[src/rtl/maze_scenario_player.sv]
// maze_scenario_player: table-driven stimulus sequencer for the maze runner.
// Plays up to NUM_STEPS programmed steps. Each step drives line_theta,
// line_present and the bump switches for a hold count. An optional
// per-step check compares theta_robot against the step theta.
// Optional feature: define SCN_LOOP_EN to add the loop input and the
// loop_cnt output, which allow continuous replay of the table.
module maze_scenario_player #(
  parameter  int NUM_STEPS = 16,
  parameter  int THETA_W   = 13,
  parameter  int HOLD_W    = 24,
  parameter  int TOL       = 16,
  localparam int IW        = $clog2(NUM_STEPS),
  localparam int DW        = THETA_W + 4 + HOLD_W
) (
  input  logic               clk,
  input  logic               RST_n,
  input  logic               wr_en,
  input  logic [IW-1:0]      wr_addr,
  input  logic [DW-1:0]      wr_data,
  input  logic [IW:0]        num_steps,
  input  logic               start,
  input  logic               abort,
  input  logic [THETA_W-1:0] theta_robot,
`ifdef SCN_LOOP_EN
  input  logic               loop,
  output logic [7:0]         loop_cnt,
`endif
  output logic [THETA_W-1:0] line_theta,
  output logic               line_present,
  output logic               BMPL_n,
  output logic               BMPR_n,
  output logic               busy,
  output logic               done,
  output logic               pass,
  output logic [IW-1:0]      err_step,
  output logic [IW-1:0]      step_idx
);

  typedef enum logic [2:0] {S_IDLE, S_FETCH, S_HOLD, S_CHECK, S_DONE} state_e;

  localparam logic [IW:0]      NS_V  = (IW+1)'(NUM_STEPS);
  localparam logic [THETA_W:0] TOL_V = (THETA_W+1)'(TOL);

  state_e               state_q;
  logic [DW-1:0]        tbl [NUM_STEPS];
  logic [THETA_W-1:0]   line_theta_q;
  logic                 line_present_q, bmpl_n_q, bmpr_n_q;
  logic                 busy_q, done_q, pass_q, chk_q;
  logic [IW-1:0]        err_step_q, step_idx_q;
  logic [HOLD_W-1:0]    cnt_q;
`ifdef SCN_LOOP_EN
  logic [7:0]           loop_cnt_q;
`endif

  // Current table entry, MSB first: {theta, present, bmpl, bmpr, check, hold}
  logic [DW-1:0]        ent;
  logic [THETA_W-1:0]   e_theta;
  logic                 e_pres, e_bl, e_br, e_chk;
  logic [HOLD_W-1:0]    e_hold;

  assign ent     = tbl[step_idx_q];
  assign e_theta = ent[DW-1 -: THETA_W];
  assign e_pres  = ent[HOLD_W+3];
  assign e_bl    = ent[HOLD_W+2];
  assign e_br    = ent[HOLD_W+1];
  assign e_chk   = ent[HOLD_W];
  assign e_hold  = ent[HOLD_W-1:0];

  // One extra bit keeps the difference of two extreme headings from wrapping
  logic signed [THETA_W:0] diff;
  logic [THETA_W:0]        adiff;
  logic                    fail;

  assign diff  = {theta_robot[THETA_W-1], theta_robot}
               - {line_theta_q[THETA_W-1], line_theta_q};
  assign adiff = diff[THETA_W] ? -diff : diff;
  assign fail  = (adiff > TOL_V);

  // Effective step count: 0 and oversize requests both mean a full table
  logic [IW:0] n_eff;
  logic        last, step_end;

  assign n_eff    = (num_steps == '0 || num_steps > NS_V) ? NS_V : num_steps;
  assign last     = ({1'b0, step_idx_q} == n_eff - (IW+1)'(1));
  assign step_end = (state_q == S_HOLD && cnt_q == HOLD_W'(1) && !chk_q)
                 || (state_q == S_CHECK);

  // Step table: writable only while idle so a run sees a frozen program
  always_ff @(posedge clk) begin
    if (wr_en && !busy_q) tbl[wr_addr] <= wr_data;
  end

  // Playback sequencer with registered outputs
  always_ff @(posedge clk) begin
    if (!RST_n) begin
      state_q        <= S_IDLE;
      line_theta_q   <= '0;
      line_present_q <= 1'b1;
      bmpl_n_q       <= 1'b1;
      bmpr_n_q       <= 1'b1;
      busy_q         <= 1'b0;
      done_q         <= 1'b0;
      pass_q         <= 1'b1;
      chk_q          <= 1'b0;
      err_step_q     <= '0;
      step_idx_q     <= '0;
      cnt_q          <= '0;
`ifdef SCN_LOOP_EN
      loop_cnt_q     <= '0;
`endif
    end else if (abort && busy_q) begin
      // Abort releases line and bumps but keeps theta and the check result
      state_q        <= S_IDLE;
      busy_q         <= 1'b0;
      done_q         <= 1'b0;
      line_present_q <= 1'b1;
      bmpl_n_q       <= 1'b1;
      bmpr_n_q       <= 1'b1;
    end else begin
      done_q <= 1'b0;
      case (state_q)
        S_IDLE: begin
          if (start && !abort) begin
            busy_q     <= 1'b1;
            pass_q     <= 1'b1;
            err_step_q <= '0;
            step_idx_q <= '0;
            state_q    <= S_FETCH;
`ifdef SCN_LOOP_EN
            loop_cnt_q <= '0;
`endif
          end
        end
        S_FETCH: begin
          line_theta_q   <= e_theta;
          line_present_q <= e_pres;
          bmpl_n_q       <= ~e_bl;
          bmpr_n_q       <= ~e_br;
          chk_q          <= e_chk;
          cnt_q          <= (e_hold == '0) ? HOLD_W'(1) : e_hold;
          state_q        <= S_HOLD;
        end
        S_HOLD: begin
          if (cnt_q != HOLD_W'(1)) cnt_q <= cnt_q - HOLD_W'(1);
          else if (chk_q)          state_q <= S_CHECK;
        end
        S_CHECK: begin
          if (fail) begin
            pass_q <= 1'b0;
            if (pass_q) err_step_q <= step_idx_q;
          end
        end
        S_DONE: begin
`ifdef SCN_LOOP_EN
          if (loop) begin
            step_idx_q     <= '0;
            line_present_q <= 1'b1;
            bmpl_n_q       <= 1'b1;
            bmpr_n_q       <= 1'b1;
            state_q        <= S_FETCH;
          end else begin
            busy_q  <= 1'b0;
            state_q <= S_IDLE;
          end
`else
          busy_q  <= 1'b0;
          state_q <= S_IDLE;
`endif
        end
        default: state_q <= S_IDLE;
      endcase

      // Step completion; between steps line and bumps go neutral for the
      // FETCH cycle so a one-cycle gap is exactly one cycle wide.
      if (step_end) begin
        if (last) begin
          done_q  <= 1'b1;
          state_q <= S_DONE;
`ifdef SCN_LOOP_EN
          if (loop_cnt_q != 8'hFF) loop_cnt_q <= loop_cnt_q + 8'd1;
`endif
        end else begin
          step_idx_q     <= step_idx_q + IW'(1);
          line_present_q <= 1'b1;
          bmpl_n_q       <= 1'b1;
          bmpr_n_q       <= 1'b1;
          state_q        <= S_FETCH;
        end
      end
    end
  end

  assign line_theta   = line_theta_q;
  assign line_present = line_present_q;
  assign BMPL_n       = bmpl_n_q;
  assign BMPR_n       = bmpr_n_q;
  assign busy         = busy_q;
  assign done         = done_q;
  assign pass         = pass_q;
  assign err_step     = err_step_q;
  assign step_idx     = step_idx_q;
`ifdef SCN_LOOP_EN
  assign loop_cnt     = loop_cnt_q;
`endif

endmodule
[config.mk]
export PLATFORM = sky130hd
export DESIGN_NAME = maze_scenario_player
export DESIGN_NICKNAME = d
export VERILOG_FILES = /design/src/rtl/maze_scenario_player.sv
export SDC_FILE = /design/constraint.sdc
export NUM_CORES = 1
export LEC_CHECK = 0
export BUFFER_PORTS_ARGS = -buffer_cell sky130_fd_sc_hd__buf_2
export CAP_MARGIN = 20
export CORE_MARGIN = 2
export CORE_UTILIZATION = 27
export CTS_BUF_LIST = sky130_fd_sc_hd__clkbuf_8
export DETAILED_ROUTE_END_ITERATION = 8
export PLACE_DENSITY_LB_ADDON = 0.1
export SYNTH_ARGS = -nofsm -noshare
export SYNTH_HDL_FRONTEND = slang
export SYNTH_SLANG_ARGS = --single-unit
[constraint.sdc]
create_clock -name clk -period 13.09 [get_ports clk]
set_input_delay 2.618 -clock clk [delete_from_list [all_inputs] [get_ports clk]]
set_output_delay 2.618 -clock clk [all_outputs]
set_load 0.02 [all_outputs]
; After elaboration in Yosys (flattened, before gate mapping)
; Memory sizes are Yosys's and may differ from the RTL's. A register that Yosys moved wholly into a read port is not among the register bits.
; Index checks and enable logic that the tools add are counted.
; Widths: inputs -> output; s select.
[word_totals]
regBits = 55
latchBits = 0
ramBits = 656
rom_bits = 0
in_bits = 68
out_inout_bits = 27
elab_cells = 101
mem_count = 1
[classes]
add_sub_neg = 5
multipliers = 0
div_mod_pow = 0
order_cmp = 2
eq_ne = 15
shifts = 0
n_mux = 37
n_bitwise = 5
n_reduce_logical = 24
[mem_list]
columns = memory, words, width, read_ports, rd_ports_with_merged_regs, write_ports, line_no
row1 = tbl, 16, 41, 1, 1, 1, 45  ; logic [DW-1:0] tbl [NUM_STEPS];
[op_table]
columns = operator, count
row1 = $mux 24, 2
row2 = $pmux 24 s2, 1
row3 = $mux 4, 9
row4 = $eq 24x1->1 const B, 1
row5 = $logic_not 24->1, 1
row6 = $ne 24x1->1 const B, 1
row7 = $sub 24x1->24 const B, 1
row8 = $mux 3, 5
row9 = $gt 14x5->1 const B, 1
row10 = $mux 1, 14
row11 = $mux 14, 1
row12 = $neg 14->14, 1
row13 = $sub 13x13->14, 1
row14 = $pmux 3 s4, 1
row15 = $ne 3x3->1 const B, 3
row16 = $ne 2x2->1 const B, 4
row17 = $pmux 4 s2, 1
row18 = $reduce_and 4->1, 2
row19 = $eq 3x2->1 const B, 2
row20 = $reduce_bool 2->1, 3
row21 = $eq 4x5->1, 1
row22 = $gt 5x5->1 const B, 1
row23 = $logic_and 1x1->1, 5
row24 = $logic_not 5->1, 1
row25 = other kinds (16), 25

; Logic depth before layout (Yosys ltp)
; Gate-level depths: netlist of run 1.
[depth]
word_depth = 9
depth_mapped = 14
mapped_depth_nobuf = 13

; Least setup slack after synthesis of run 1
; Ideal clock, no wire load.
[synth_path]
path_type = input-to-reg
startpoint = in wr_en
endpoint = mem tbl[4][0] (netlist name), enable pin
setup_time_ns = 0.491
t_arrival_ns = 5.982
t_required_ns = 12.599
setup_slack_ns = 6.618
path_stages = 3
n_path_buf = 0
cell_sequence = nand2b_1 -> or3b_2 -> nor3_1
[synth_between]
elab_chain_cells = 3
[synth_lines]
columns = item, line_no
row1 = start: declaration, 17  ; input logic wr_en,
row2 = $logic_and 1x1->1, 90  ; if (wr_en && !busy_q) tbl[wr_addr] <= wr_data;
row3 = $mux 1, 90
row4 = $mux 1 (implied by the code), 90
row5 = end: declaration, 45
; Every way passes these cells.

; Final worst setup path of run 1
[layout_path]
startpoint = in theta_robot[0]
endpoint = reg err_step_q[3] (netlist: err_step[3])
[layout_between]
elab_chain_cells = 6
[layout_lines]
columns = item, line_no
row1 = start: declaration, 23  ; input logic [THETA_W-1:0] theta_robot,
row2 = $sub 13x13->14 (*), 75  ; - {line_theta_q[THETA_W-1], line_theta_q};
row3 = $neg 14->14, 76  ; assign adiff = diff[THETA_W] ? -diff : diff;
row4 = $mux 14 (*), 76
row5 = $gt 14x5->1 (*), 77  ; assign fail = (adiff > TOL_V);
row6 = $ne 2x2->1 (no line) (*), --
row7 = $reduce_and 5->1 (no line) (*), --
row8 = end signal: assignment, 150  ; if (pass_q) err_step_q <= step_idx_q;
row9 = end: declaration, 49  ; logic [IW-1:0] err_step_q, step_idx_q;
; Mark *: on every way between the ends. The rest lies on a longest branch, timed or not.
; A chain may end at the register's enable or synchronous reset.

==> results of run 1 <==
[Yosys cell counts, drive strengths merged, types with 4 or more instances]
| cell type | n | area share |
|---|---|---|
| nand3b | 4 | 0.0010 |
| a21boi | 20 | 0.0052 |
| xor2 | 6 | 0.0018 |
| or3 | 8 | 0.0017 |
| mux4 | 205 | 0.16 |
| clkbuf | 39 | 0.0051 |
| o22ai | 6 | 0.0015 |
| o31ai | 4 | 0.0012 |
| nor2b | 22 | 0.0048 |
| nor3 | 19 | 0.0037 |
| a32o | 4 | 0.0014 |
| ha | 19 | 0.0082 |
| or4 | 7 | 0.0021 |
| nand2 | 77 | 0.010 |
| o211ai | 4 | 0.0010 |
| nor2 | 52 | 0.0068 |
| inv | 26 | 0.0034 |
| a21o | 4 | 0.0011 |
| nor3b | 10 | 0.0028 |
| nand4 | 4 | 0.00087 |
| xnor2 | 6 | 0.0018 |
| a21oi | 32 | 0.0056 |
| o21a | 8 | 0.0021 |
| o21ai | 43 | 0.0075 |
| a211o | 4 | 0.0012 |
| buf | 26 | 0.0040 |
| nor4 | 17 | 0.0042 |
| dfxtp | 59 | 0.041 |
| a22oi | 8 | 0.0021 |
| nand3 | 11 | 0.0021 |
| and2 | 8 | 0.0017 |
| edfxtp | 656 | 0.68 |
| nand2b | 17 | 0.0038 |
| a221oi | 9 | 0.0027 |
[power groups by stage]
| stage | Clock [mW] | Combinational, mW | Sequential, mW |
|---|---|---|---|
| 6_report | 1.92 | 0.440 | 2.57 |
| 5_1_grt | 2.09 | 0.488 | 2.58 |
| 4_1_cts | 2.00 | 0.446 | 2.57 |
| 3_5_place_dp | 0 | 0.444 | 2.62 |
| 3_3_place_gp | 0 | 0.439 | 2.62 |
| 2_1_floorplan | 0 | 0.279 | 2.62 |
[flip-flops by register name, summed over array words and instances, names as in the netlist, 3 cells and up, named ones only]
signal	cells
err_step	4
tbl	656
line_theta	13
cnt_q	24
state_q	3
step_idx	4
[worst paths after layout]
kind,endpoint,start,depth (start not counted),slack [ps]
setup / recovery,err_step[3],theta_robot[0],14,7610
hold / removal,line_present,line_present,2,480
setup reg to reg,cnt_q[17],flop,10,8000
hold reg to reg,line_present,line_present,2,480
[cells in the final DEF (no fill, tap or decap), types with 9 or more instances in the layout]
master	count
a21boi_0	20
nor2_4	12
nor2b_1	22
buf_2	94
nand3_1	10
ha_1	19
nor3b_1	9
buf_4	27
nor2_1	40
clkbuf_8	139
nor4_1	16
inv_1	68
nand2_1	76
edfxtp_1	656
clkinv_1	27
mux4_2	205
nand2b_1	16
a21oi_1	32
nor3_1	14
dfxtp_1	55
o21ai_0	42
[logic make-up (layout without fill, tap and decap cells)]
| group | Yosys count | count (layout) | synth area share |
|---|---|---|---|
| XOR/XNOR | 12 | 12 | 0.00364 |
| other | 0 | 1 | 0 |
| flip-flops | 715 | 715 | 0.724 |
| AO/OA/AOI/OAI | 170 | 170 | 0.0399 |
| buffers and inverters | 91 | 372 | 0.0125 |
| AND/OR/NAND/NOR | 270 | 270 | 0.0498 |
| adder cells (fa/ha/maj) | 20 | 20 | 0.00894 |
| multiplexers | 208 | 208 | 0.161 |
[critical path: stages]
cell       delay (ps)
buf_2              80
inv_1              30
ha_1              210
fa_1              430
and2b_1           280
o22ai_1           110
xnor2_1           470
nand3_1           240
or3_1             370
a2111oi_0         420
a211o_1           150
nand4_1           230
nor3b_2           280
a32o_1            220
[routing by layer]
layer  up-vias  share of wire  routed length [microns]  track usage
li1       6555              -                        -            -
met1      8030           0.44                    35800        0.197
met2       348           0.48                    39000        0.243
met3       141          0.048                     3850       0.0333
met4         4          0.024                     1910       0.0504
met5         -        0.00029                       23            0
[final cells by class]
cell class / count / area (sq um)
Clock buffer: 139 / 1910
Timing Repair Buffer: 123 / 713
Clock inverter: 84 / 395
Inverter: 26 / 97.6
Tap cell: 1391 / 1740
Sequential cell: 715 / 20900
Antenna cell: 1 / 2.50
Fill cell: 10100 / 72100
Multi-Input combinational cell: 680 / 7710
[stage by stage]
step	std cells	setup WS [ps]	power (mW)
6_report	3159	7610	4.94
5_1_grt	3159	7360	5.16
4_1_cts	3157	7640	5.02
3_5_place_dp	2934	6780	3.06
3_3_place_gp	2934	6840	3.06
2_1_floorplan	1486	6620	2.90
==> run metrics, run 1 <==
min Tclk post-route between 5000 and 6000 ps; gr usage total 0.149; dpl cell area between 30000 and 40000 sq um; clock sink count 715; layout overhead on the synthesized area 16.1%; number of global-route vias before repair 16100; Die H about 330 microns; global route overflow 0; dominant register cell in the synthesized netlist edfxtp_1; Max transition margin 0.259; kind of start point of the critical path input pin; number of setup violations in the final report 0; final core utilization 0.317; quantity of I/O buffers inserted on ports 94; total detailed-routing wirelength 80500 microns; hold buffer count at CTS 0; share of synthesized area occupied by flip-flops and latches 0.724; starting density of the core 0.273; Die Footprint roughly 110000 sq um; insertion delay of the later-clocked pin in the worst-skew pair around 770 ps; 1st-iter DRT viols 1053; width of the die between 300 and 400 microns; number of flops mapped to enable cells by yosys 656; share of layout cells above drive strength 1 0.294; core area 106000 sq um; slew at the pin closest to its max-slew limit approximately 1100 ps; routability cong. around 0.8; Final TNS setup 0 ps; post-synthesis async set-or-reset flop share 0; total power divided by cell area around 150 nW/um^2; remaining routing DRC violations 0; data arrival time of the worst path 6140 ps; cell-internal power ~3.7 mW; DP Wirelength 42300 microns; peak fanout along the critical path 8; worst hold slack after final layout 478 ps; Row Count 119; required time of the worst setup path approximately 14000 ps; number of warnings reported in the yosys synthesis log 0; cell leakage power between 10 and 15 nW; finished layout cell area 33500 sq um; wire per inst approximately 25 microns; total nets after synthesis between 1500 and 2000; synthesis-stage register bit count just over 700; number of cells upsized or downsized after cts 0; count of final hold-check violations 0; share of total power in sequential cells 0.521; clk slew on worst S/H paths roughly 60 ps; timing-limited maximum frequency roughly 180 MHz; Root Buffer Master clkbuf_8; Critical Path Sink Type flop; number of CTS-inserted buffers roughly 130; path category of the worst min-delay check flop to flop; global-route wire length before repair roughly 120000 microns; DRT Pass-1 Iters 5; CTS H-tree lvls 4; part of the power in combinational logic 0.089; number of vias in the routed layout 15100; maximum clock insertion buffer count 3; share of total power consumed by net switching 0.252; Cells after Synth about 1500; pins over their slew limit 0; max-cap violation count 0; switching power 1.24 mW; largest net degree at the start of global routing around 140; Post-Syn Area per Cell a little under 20 sq um; start-to-end type of the worst setup path input pin to flop; I/O pin count 95; CTS tree yes; VDD IR-drop max approximately 0.088 mV; final critical-path share of the clock period 0.419; count of unique library cells instantiated by Yosys between 70 and 80; clock network fraction of total power 0.390; Final Skew ~25 ps; number of antenna violations at the first check in global routing 9; layout net count around 1800; post-synthesis instance area 28800 sq um; number of nets with antenna violations after routing 0; Via density about 4.8; setup repair after global routing missed its margin false; Post-CTS Repair Setup Buffers 0; status complete, no violations
(Power assumes the default switching activity.)
==> run 2, diff against run 1 <==
Clock period 13.09 ns to 5.72 ns, I/O delays scaled along.
==> run 2 against run 1 <==
Net effect: worst hold slack better by 6.0 ps; die area is the same; critical path type unchanged; critical endpoint is now err_step[2]; global-route usage decreased by 0.45 points; combinational power up 130%; clock skew increased by 13 ps; total power rose by 120%; via count grew 0.11%; highest routed layer unchanged; core utilization barely moved.
==> run metrics, run 2 (same netlist as run 1, synthesis figures left out) <==
timing-limited maximum frequency 246 MHz; Die H ~330 microns; number of nets with antenna violations after routing 0; clock sink count 715; min Tclk post-route 4070 ps; width of the die approximately 330 microns; setup repair after global routing missed its margin false; quantity of I/O buffers inserted on ports 94; number of CTS-inserted buffers 120; insertion delay of the later-clocked pin in the worst-skew pair 740 ps; largest net degree at the start of global routing 54; path category of the worst min-delay check flop to flop; number of setup violations in the final report 0; pins over their slew limit 0; Final TNS setup 0 ps; total area of multi-input combinational cells about 7700 sq um; number of global-route vias before repair approximately 16000; DP Wirelength approximately 43000 microns; CTS tree yes; total power divided by cell area approximately 330 nW/um^2; peak fanout along the critical path 8; slew at the pin closest to its max-slew limit 1040 ps; VDD IR-drop max 0.147 mV; clk slew on worst S/H paths around 60 ps; Root Buffer Master clkbuf_8; wire per inst about 25 microns; finished layout cell area 33500 sq um; layout net count roughly 1800; cell leakage power between 10 and 15 nW; CTS H-tree lvls 3; global-route wire length before repair 114000 microns; I/O pin count between 90 and 100; Final Power between 10 and 15 mW; Die Footprint between 100000 and 150000 sq um; Max transition margin 0.307; Via density ~4.8; core area roughly 110000 sq um; remaining routing DRC violations 0; final critical-path share of the clock period 0.711; total detailed-routing wirelength between 70000 and 80000 microns; required time of the worst setup path between 6000 and 7000 ps; number of flip-flops under the largest register name 656; Reg with most FFs tbl; share of layout cells above drive strength 1 0.290; Final Skew about 38 ps; leading cell types in the layout, fill and taps excluded 656 x edfxtp_1, 205 x mux4_2, 126 x clkbuf_8; dpl cell area roughly 31000 sq um; sequential cell area ~21000 sq um; count of filler cells inserted in the layout slightly above 10000; most common cell after layout, fill and taps aside edfxtp_1; start-to-end type of the worst setup path input pin to flop; routability cong. around 0.77; number of antenna violations at the first check in global routing 14; max-cap violation count 0; global route overflow 0; kind of start point of the critical path input pin; hold buffer count at CTS 0; data arrival time of the worst path around 4700 ps; status complete, no violations; number of vias in the routed layout around 15000; layout overhead on the synthesized area 16.1%; Row Count between 100 and 150; DRT Pass-1 Iters 5; number of cells upsized or downsized after cts 0; 1st-iter DRT viols 1080; starting density of the core 0.273; maximum clock insertion buffer count 3; gr usage total 0.145; count of final hold-check violations 0; Post-CTS Repair Setup Buffers 0; Critical Path Sink Type flop
==> run 2: path summary, 6_finish.rpt <==
path                        from          end  slack, ps  cells past startpoint
hold reg to reg            chk_q        chk_q        480                      2
setup reg to reg   line_theta[0]  err_step[2]       1830                     12
setup / recovery  theta_robot[0]  err_step[2]       1650                     14
hold / removal             chk_q        chk_q        480                      2
==> run 2: layer usage <==
layer | vias to the layer above | global-route usage | share of wire
li1 | 6576 | - | -
met1 | 8024 | 0.194 | 0.45
met2 | 371 | 0.239 | 0.48
met3 | 118 | 0.0293 | 0.051
met4 | 6 | 0.0421 | 0.019
met5 | - | 0 | 0.00039
==> run 2: final cells by class <==
cell class | instances | share of cell area
Sequential cell | 715 | 0.624
Multi-Input combinational cell | 680 | 0.230
Tap cell | 1391 | 0.0520
Clock buffer | 126 | 0.0518
Timing Repair Buffer | 132 | 0.0256
Clock inverter | 101 | 0.0134
Inverter | 26 | 0.00291
Antenna cell | 3 | 0.000224
==> run 2: power by group <==
group	leakage (nW)	switching [mW]	internal (mW)
clock	1.31	2.07	2.08
sequential	6.41	0.0722	5.81
combinational	2.68	0.635	0.365
total	10.4	2.78	8.25
==> run 2: per-stage QoR <==
| step | util | hold WS [ps] | setup slack [ps] | instances |
|---|---|---|---|---|
| 5_1_grt | 0.317 | 505 | 1380 | 3172 |
| 2_1_floorplan | - | 454 | 722 | 1486 |
| 3_3_place_gp | 0.297 | 476 | 942 | 2944 |
| 6_report | 0.317 | 484 | 1650 | 3174 |
| 4_1_cts | 0.317 | 488 | 1700 | 3171 |
| 3_5_place_dp | 0.297 | 480 | 905 | 2944 |
==> run 2: critical path, cell delays in order <==
cell and delay, ps:
buf_2 80, inv_1 30, ha_1 200, fa_1 410
and2b_1 280, o22ai_1 110, xnor2_1 500, nand3_1 240
or3_1 370, a2111oi_0 440, a211o_1 160, nand4_1 220
nor3b_2 270, a32o_1 210
